$ cat src/rtl/disp_scan_ctrl.sv
// disp_scan_ctrl: arbitrates three 6-bit sources by fixed priority, converts
// the winner to tens/units with a subtract-by-10 FSM, and time-multiplexes the
// two BCD digits onto one 4-bit output using a prescaled scan counter.
// Optional build macro: DISP_SCAN_BLANK_LEADING_EN (blank a zero tens digit
// with 4'hF).
module disp_scan_ctrl #(
  parameter int unsigned SCAN_DIV = 50000,
  parameter int unsigned CNT_W    = 20
) (
  input  logic       clk,
  input  logic       rst,
  input  logic       en,
  input  logic [5:0] x,
  input  logic [5:0] y,
  input  logic [5:0] z,
  output logic [1:0] sel,
  output logic [3:0] digit,
  output logic [1:0] src,
  output logic       busy
);

  typedef enum logic [1:0] {StIdle, StLoad, StSub, StCommit} state_e;

  state_e           state_q, state_d;
  logic [CNT_W-1:0] cnt_q, cnt_d;
  logic [1:0]       sel_q, sel_d;
  logic [3:0]       digit_q, digit_d;
  logic [1:0]       src_q, src_d;
  logic [3:0]       tens_q, tens_d;
  logic [3:0]       units_q, units_d;
  logic [5:0]       rem_q, rem_d;
  logic [3:0]       tens_n_q, tens_n_d;
  logic [1:0]       src_n_q, src_n_d;
  logic             skip_q, skip_d;
  logic             en_q;

  logic wrap;
  logic start;

  assign wrap  = en && (cnt_q == CNT_W'(SCAN_DIV - 1));
  // Rising enable or the end of the tens phase (frame boundary) kicks a conversion.
  assign start = en && (!en_q || (wrap && (sel_q == 2'b01)));

  // Prescaler and digit-select scan.
  always_comb begin
    cnt_d = cnt_q;
    sel_d = sel_q;
    if (!en) begin
      cnt_d = '0;
      sel_d = 2'b00;
    end else if (wrap) begin
      cnt_d = '0;
      sel_d = (sel_q == 2'b01) ? 2'b00 : 2'b01;
    end else begin
      cnt_d = cnt_q + 1'b1;
    end
  end

  // Conversion FSM next-state and result registers.
  always_comb begin
    state_d  = state_q;
    rem_d    = rem_q;
    tens_n_d = tens_n_q;
    src_n_d  = src_n_q;
    skip_d   = skip_q;
    tens_d   = tens_q;
    units_d  = units_q;
    src_d    = src_q;
    unique case (state_q)
      StIdle: begin
        if (start) begin
          skip_d = 1'b0;
          if (x != 6'd0) begin
            rem_d   = x;
            src_n_d = 2'b00;
          end else if (y != 6'd0) begin
            rem_d   = y;
            src_n_d = 2'b01;
          end else begin
            src_n_d = 2'b10;
            // Legacy datapath truncates z to its low nibble when it exceeds 9.
            if (z > 6'd9) begin
              rem_d  = {2'b00, z[3:0]};
              skip_d = 1'b1;
            end else begin
              rem_d = z;
            end
          end
          state_d = StLoad;
        end
      end
      StLoad: begin
        tens_n_d = 4'd0;
        state_d  = skip_q ? StCommit : StSub;
      end
      StSub: begin
        if (rem_q >= 6'd10) begin
          rem_d    = rem_q - 6'd10;
          tens_n_d = tens_n_q + 4'd1;
        end else begin
          state_d = StCommit;
        end
      end
      StCommit: begin
        tens_d  = tens_n_q;
        units_d = rem_q[3:0];
        src_d   = src_n_q;
        state_d = StIdle;
      end
      default: state_d = StIdle;
    endcase
    // Dropping enable abandons any conversion without touching the result.
    if (!en) begin
      state_d = StIdle;
      tens_d  = tens_q;
      units_d = units_q;
      src_d   = src_q;
    end
  end

  // Digit mux, registered so it moves together with sel.
  always_comb begin
    digit_d = 4'd0;
    if (en) begin
      if (sel_d == 2'b01) begin
`ifdef DISP_SCAN_BLANK_LEADING_EN
        digit_d = (tens_d == 4'd0) ? 4'hF : tens_d;
`else
        digit_d = tens_d;
`endif
      end else begin
        digit_d = units_d;
      end
    end
  end

  // State registers with synchronous reset.
  always_ff @(posedge clk) begin
    if (rst) begin
      state_q  <= StIdle;
      cnt_q    <= '0;
      sel_q    <= 2'b00;
      digit_q  <= 4'd0;
      src_q    <= 2'b11;
      tens_q   <= 4'd0;
      units_q  <= 4'd0;
      rem_q    <= 6'd0;
      tens_n_q <= 4'd0;
      src_n_q  <= 2'b11;
      skip_q   <= 1'b0;
      en_q     <= 1'b0;
    end else begin
      state_q  <= state_d;
      cnt_q    <= cnt_d;
      sel_q    <= sel_d;
      digit_q  <= digit_d;
      src_q    <= src_d;
      tens_q   <= tens_d;
      units_q  <= units_d;
      rem_q    <= rem_d;
      tens_n_q <= tens_n_d;
      src_n_q  <= src_n_d;
      skip_q   <= skip_d;
      en_q     <= en;
    end
  end

  assign sel   = sel_q;
  assign digit = digit_q;
  assign src   = src_q;
  assign busy  = (state_q != StIdle);

endmodule
$ cat config.mk
export PLATFORM = sky130hd
export DESIGN_NAME = disp_scan_ctrl
export DESIGN_NICKNAME = d
export VERILOG_FILES = /design/src/rtl/disp_scan_ctrl.sv
export SDC_FILE = /design/constraint.sdc
export NUM_CORES = 1
export LEC_CHECK = 0
export BUFFER_PORTS_ARGS = -buffer_cell sky130_fd_sc_hd__buf_4
export CAP_MARGIN = 20
export CORE_AREA = 2 2 76 78
export DETAILED_ROUTE_END_ITERATION = 8
export DIE_AREA = 0 0 78 80
export GPL_TIMING_DRIVEN = 1
export PLACE_DENSITY = 0.69
export SYNTH_ARGS = -nofsm -noshare
export SYNTH_HDL_FRONTEND = slang
export SYNTH_SLANG_ARGS = --single-unit
export TNS_END_PERCENT = 20
$ cat constraint.sdc
create_clock -name clk -period 2.3 [get_ports clk]
set_input_delay 0.115 -clock clk [delete_from_list [all_inputs] [get_ports clk]]
set_output_delay 0.115 -clock clk [all_outputs]
set_load 0.03 [all_outputs]
======== Word-level counts from Yosys, hierarchy flattened ========
Cells that the tools add are included.
word-level totals
  register bits ........................... 52
  output and inout bits ................... 9
  word-level logic and storage cells ...... 70
operators by class
  add/sub/neg operators ................... 3
  reductions and logical operators ........ 18
  equal/unequal tests ..................... 9
  $lt $le $gt $ge ......................... 2
  multiplexer cells ....................... 25
  bitwise gates (word level) .............. 1
operators with widths
  kind                                                                                  number
  6-bit two-way mux                                                                     5
  4-bit two-way mux                                                                     6
  20-bit by 1-bit adder with 20-bit output (second input constant)                      1
  20-bit by 16-bit equality test with 1-bit output (second input constant)              1
  2-bit two-way mux                                                                     6
  6-bit one-hot mux with 2 select lines                                                 1
  6-bit nonzero test                                                                    2
  2-bit one-hot mux with 4 select lines                                                 1
  4-bit one-hot mux with 2 select lines                                                 1
  2-bit AND reduction                                                                   4
  2-bit by 1-bit equality test with 1-bit output (second input constant)                3
  6-bit by 4-bit greater-or-equal comparator with 1-bit output (second input constant)  1
  6-bit by 4-bit greater-than comparator with 1-bit output (second input constant)      1
  2-bit != test (second input constant)                                                 3
  2-bit nonzero test                                                                    3
  6-bit by 4-bit subtractor with 6-bit output (second input constant)                   1
  1-bit two-way mux                                                                     5
  4-bit by 1-bit adder with 4-bit output (second input constant)                        1
  2-bit equality test (second input constant)                                           2
  1-bit logical AND                                                                     3
  3-bit AND reduction                                                                   1
  3-bit OR reduction                                                                    1
  2-bit zero test                                                                       1
  2-bit OR reduction                                                                    1
  3 further kinds                                                                       3

======== Longest topological paths before layout ========
  word-level depth ........................ 7
  mapped depth ............................ 8
  depth with buffers taken out ............ 7

======== Worst setup path before layout ========
OpenSTA, ideal clock, no wires.
  path kind ............................... register to register
  from .................................... register cnt_q[0]
  to ...................................... register digit_q[0], in the netlist digit[0]
  path buffers ............................ 0
  required time ........................... 2,179 ps
  setup time .............................. 121 ps
  arrival ................................. 1,730 ps
  setup slack ............................. 450 ps
  stages on the path, launching flop included .. 7
  cells stage by stage .................... dfxtp_1 -> ha_1 -> and3_1 -> nand4_4 -> nor2_1 -> mux2_4 -> mux2_2
on the way
  cells in the longest elaborated chain, start to end .. 6
RTL lines
  what                                              RTL line  RTL
  start, declared                                   25        logic [CNT_W-1:0] cnt_q, cnt_d;
  start signal, assigned                            154       cnt_q <= cnt_d;
  20-bit by 16-bit equality test with 1-bit output  40        assign wrap = en && (cnt_q == CNT_W'(SCAN_DIV - 1));
  1-bit logical AND                                 40
  2-bit two-way mux                                 51        end else if (wrap) begin
  2-bit two-way mux                                 48        if (!en) begin
  2-bit by 1-bit equality test with 1-bit output    125       if (sel_d == 2'b01) begin
  4-bit two-way mux                                 125
  end signal, assigned                              156       digit_q <= digit_d;
  end, declared                                     27        logic [3:0] digit_q, digit_d;
No other way between the ends.
A chain may end at the register's enable or synchronous reset.

======== Worst setup path in the final report ========
  from .................................... register cnt_q[0]
  to ...................................... register digit_q[2], in the netlist digit[2]
Same word-level chain as after synthesis.

==> impl_metrics.env <==
export IMPL_status="complete, no violations"
export IMPL_period_needed_ns=2.04
export IMPL_hold_viol=0
export IMPL_p_leak_uw=0.00124
export IMPL_max_cap_viol_count=0
export IMPL_ys_warnings_count=0
export IMPL_fin_crit_sh_pct=88.6
export IMPL_via_per_inst=5.38
export IMPL_p_switching_uw=438
export IMPL_clk_latency_ns=0.31
export IMPL_cp_end_kind="flip-flop"
export IMPL_cp_start_kind="flip-flop"
export IMPL_syn_to_final_growth_pct=16.3
export IMPL_max_freq_mhz=491
export IMPL_synth_top_family_by_area="simple AND/OR/NAND/NOR gates"
export IMPL_yosysMostFrequentCell="nor2_1"
export IMPL_synthAdderAreaFrac_pct=3.85
export IMPL_setup_viol=0
export IMPL_clockBufferDepth=2
export IMPL_fin_tns_setup_ns=0
export IMPL_start_util_pct=48.1
export IMPL_drt_iter0_markers=84
export IMPL_clockRootBuffer="clkbuf_8"
export IMPL_critPathKind="reg -> reg"
export IMPL_netlist_area_mm2=0.00260
export IMPL_grt_pass1_wl_mm=9.38
export IMPL_hp_class="in -> reg"
export IMPL_ff_latch_area_mm2=0.00104
export IMPL_irDropWorstVdd_mv=0.311
export IMPL_path_buf_inv=0
export IMPL_pwr_share_comb_pct=12.0
export IMPL_grt_usage_pct=18.9
export IMPL_worstPathCellList="ha_1 > and3_1 > nand4_4 > nor2_1 > mux2_4 > mux2_2"
export IMPL_syn_avg_cell_area_um2=8.66
export IMPL_drc=0
export IMPL_synthFlopType="dfxtp_1"
export IMPL_finalNetCount=364
export IMPL_yosysTopAreaCell="dfxtp_1"
export IMPL_path_clk_slew_ns=0.09
export IMPL_num_rows=27
export IMPL_critPathSlowestCell="dfxtp_1"
export IMPL_yosysTopAreaCellShare_pct=40.1
export IMPL_synth_common_cells="56 x nor2_1, 52 x dfxtp_1, 24 x nand2_1, 15 x inv_1, 15 x nand3_1"
export IMPL_post_cts_buffers=0
export IMPL_dp_cells=400
export IMPL_rsz0062_at_grt="no"
export IMPL_synth_cell_type_count=50
export IMPL_ctsResizeCount=0
export IMPL_die_area_mm2=0.00624
export IMPL_drv_slew=0
export IMPL_antenna_found_initial=0
export IMPL_cts_sinks=52
export IMPL_crit_required_ns=2.49
export IMPL_io_buffers=29
export IMPL_skew_ns=0.0159
export IMPL_whs_ns=0.138
export IMPL_ios=30
export IMPL_synth_xor_area_share_pct=6.07
export IMPL_cts_buffers=5
export IMPL_cts_htree_levels=2
export IMPL_grt_max_degree=22
export IMPL_gp_congestion=0.821
export IMPL_muxShareOfSynthArea_pct=6.60
export IMPL_die_height_um=80
export IMPL_synth_cells=300
export IMPL_synth_compound_area_share_pct=15.6
export IMPL_ys_seq_area_share_pct=40.1
export IMPL_drive_gt1_share_pct=19.0
export IMPL_diodes=0
export IMPL_multi_input_area_mm2=0.00147
export IMPL_synth_fp_nets=329
export IMPL_stdcell_count=408
export IMPL_utilization_pct=55.9
export IMPL_grt_pass1_vias=2087
export IMPL_wire_per_inst_um=13.2
export IMPL_dp_hpwl_mm=4.18
export IMPL_slowest_delay_ns=0.38
export IMPL_drt_wl_total_mm=5.40
export IMPL_dr_pass1_iters=4
export IMPL_ant_nets=0
export IMPL_power_density_mw_per_mm2=559
export IMPL_clockPowerShare_pct=32.5
export IMPL_slew_limit_headroom_pct=62.7
export IMPL_swShare_pct=25.9
export IMPL_seqPwrFrac_pct=55.4
export IMPL_synthArstFlopShare_pct=0
export IMPL_path_max_fanout=6
export IMPL_coreArea_mm2=0.00541
export IMPL_die_w_um=78
export IMPL_fillers=511
export IMPL_cts_hold_buf=0
export IMPL_via_count=2193
export IMPL_tightest_slew_ns=0.558
export IMPL_synth_simple_area_share_pct=24.3
export IMPL_yosys_top_cells_area="dfxtp_1 40%, nor2_1 8.1%, ha_1 3.9%"
export IMPL_p_int_uw=1250
export IMPL_synth_edf_count=0
export IMPL_ys_seq_elements=52
export IMPL_critPathTopFamily="simple AND/OR/NAND/NOR gates"
export IMPL_cts_tree="yes"
export IMPL_arrival_ns=2.23
export IMPL_gr_total_overflow=0
## sequential cells by signal, summed over array words and instances, names as in the netlist
name,count
cnt_q,20
digit,4
en_q,1
rem_q,6
sel,2
skip_q,1
src,2
src_n_q,2
state_q,2
tens_n_q,4
tens_q,4
units_q,4
## routing by layer
layer	vias to the layer above	share of wire [%]	global-route usage, %
li1	1120	-	-
met5	-	0	0
met3	6	3.8	4.07
met2	40	48	33.1
met1	1027	47	23.1
met4	0	1.4	6.32
## stage by stage
step | setup slack (ns) | cell area (um2) | total power [uW]
detailed placement | 0.288 | 2930 | 1160
floorplan | 0.450 | 2600 | 1090
global route | 0.118 | 3020 | 1760
finish | 0.263 | 3020 | 1690
global placement | 0.366 | 2930 | 1160
CTS | 0.262 | 3020 | 1700
## worst paths after layout
kind | startpoint | to | slack (ns) | cells after the start
hold reg to reg | src[0] | src[0] | 0.48 | 2
setup reg to reg | cnt_q[0] | digit[2] | 0.26 | 6
setup / recovery | cnt_q[0] | digit[2] | 0.26 | 6
hold / removal | x[4] | rem_q[4] | 0.14 | 3
## power groups by stage
stage          registers (uW)  clock network, uW  logic (uW)
6_report                  936                549         203
3_3_place_gp              956                  0         201
3_5_place_dp              957                  0         203
5_1_grt                   940                597         228
2_1_floorplan             953                  0         135
4_1_cts                   936                562         204
## area by class of cell
class | instances | share of cell area, %
clock inverter | 2 | 0.455
clock buffer | 6 | 2.73
sequential | 52 | 34.5
inverter | 15 | 1.86
tap | 72 | 2.98
timing repair buffer | 36 | 8.94
multi-input combinational | 225 | 48.6
## kinds of logic (layout without fill, tap and decap cells)
group                      Yosys count  after routing
and+or+nand+nor                    128            128
AOI/OAI and AO/OA                   55             55
DFF                                 52             52
buffers and inverters               23             59
xor gates and xnor gates            18             18
muxes                               16             16
adders and majority gates            8              8
## worst reg2reg max path, cell delays in order (launching register included)
cell and delay, ns:
dfxtp_1 0.38, ha_1 0.19, and3_1 0.28, nand4_4 0.18, nor2_1 0.25, mux2_4 0.36, mux2_2 0.28
## cells in the final DEF (no fill, tap or decap), types with 5 or more instances in the layout
cell and instances:
a21oi_1 13, a31oi_1 7, and3_1 5, buf_4 36
clkbuf_8 6, dfxtp_1 52, ha_1 8, inv_1 15
mux2_2 5, mux2i_1 10, nand2_1 24, nand3_1 15
nand4_1 7, nor2_1 56, nor3_1 5, o21ai_0 11
xnor2_1 7, xor2_1 11
Power figures use the tool's default switching activity.
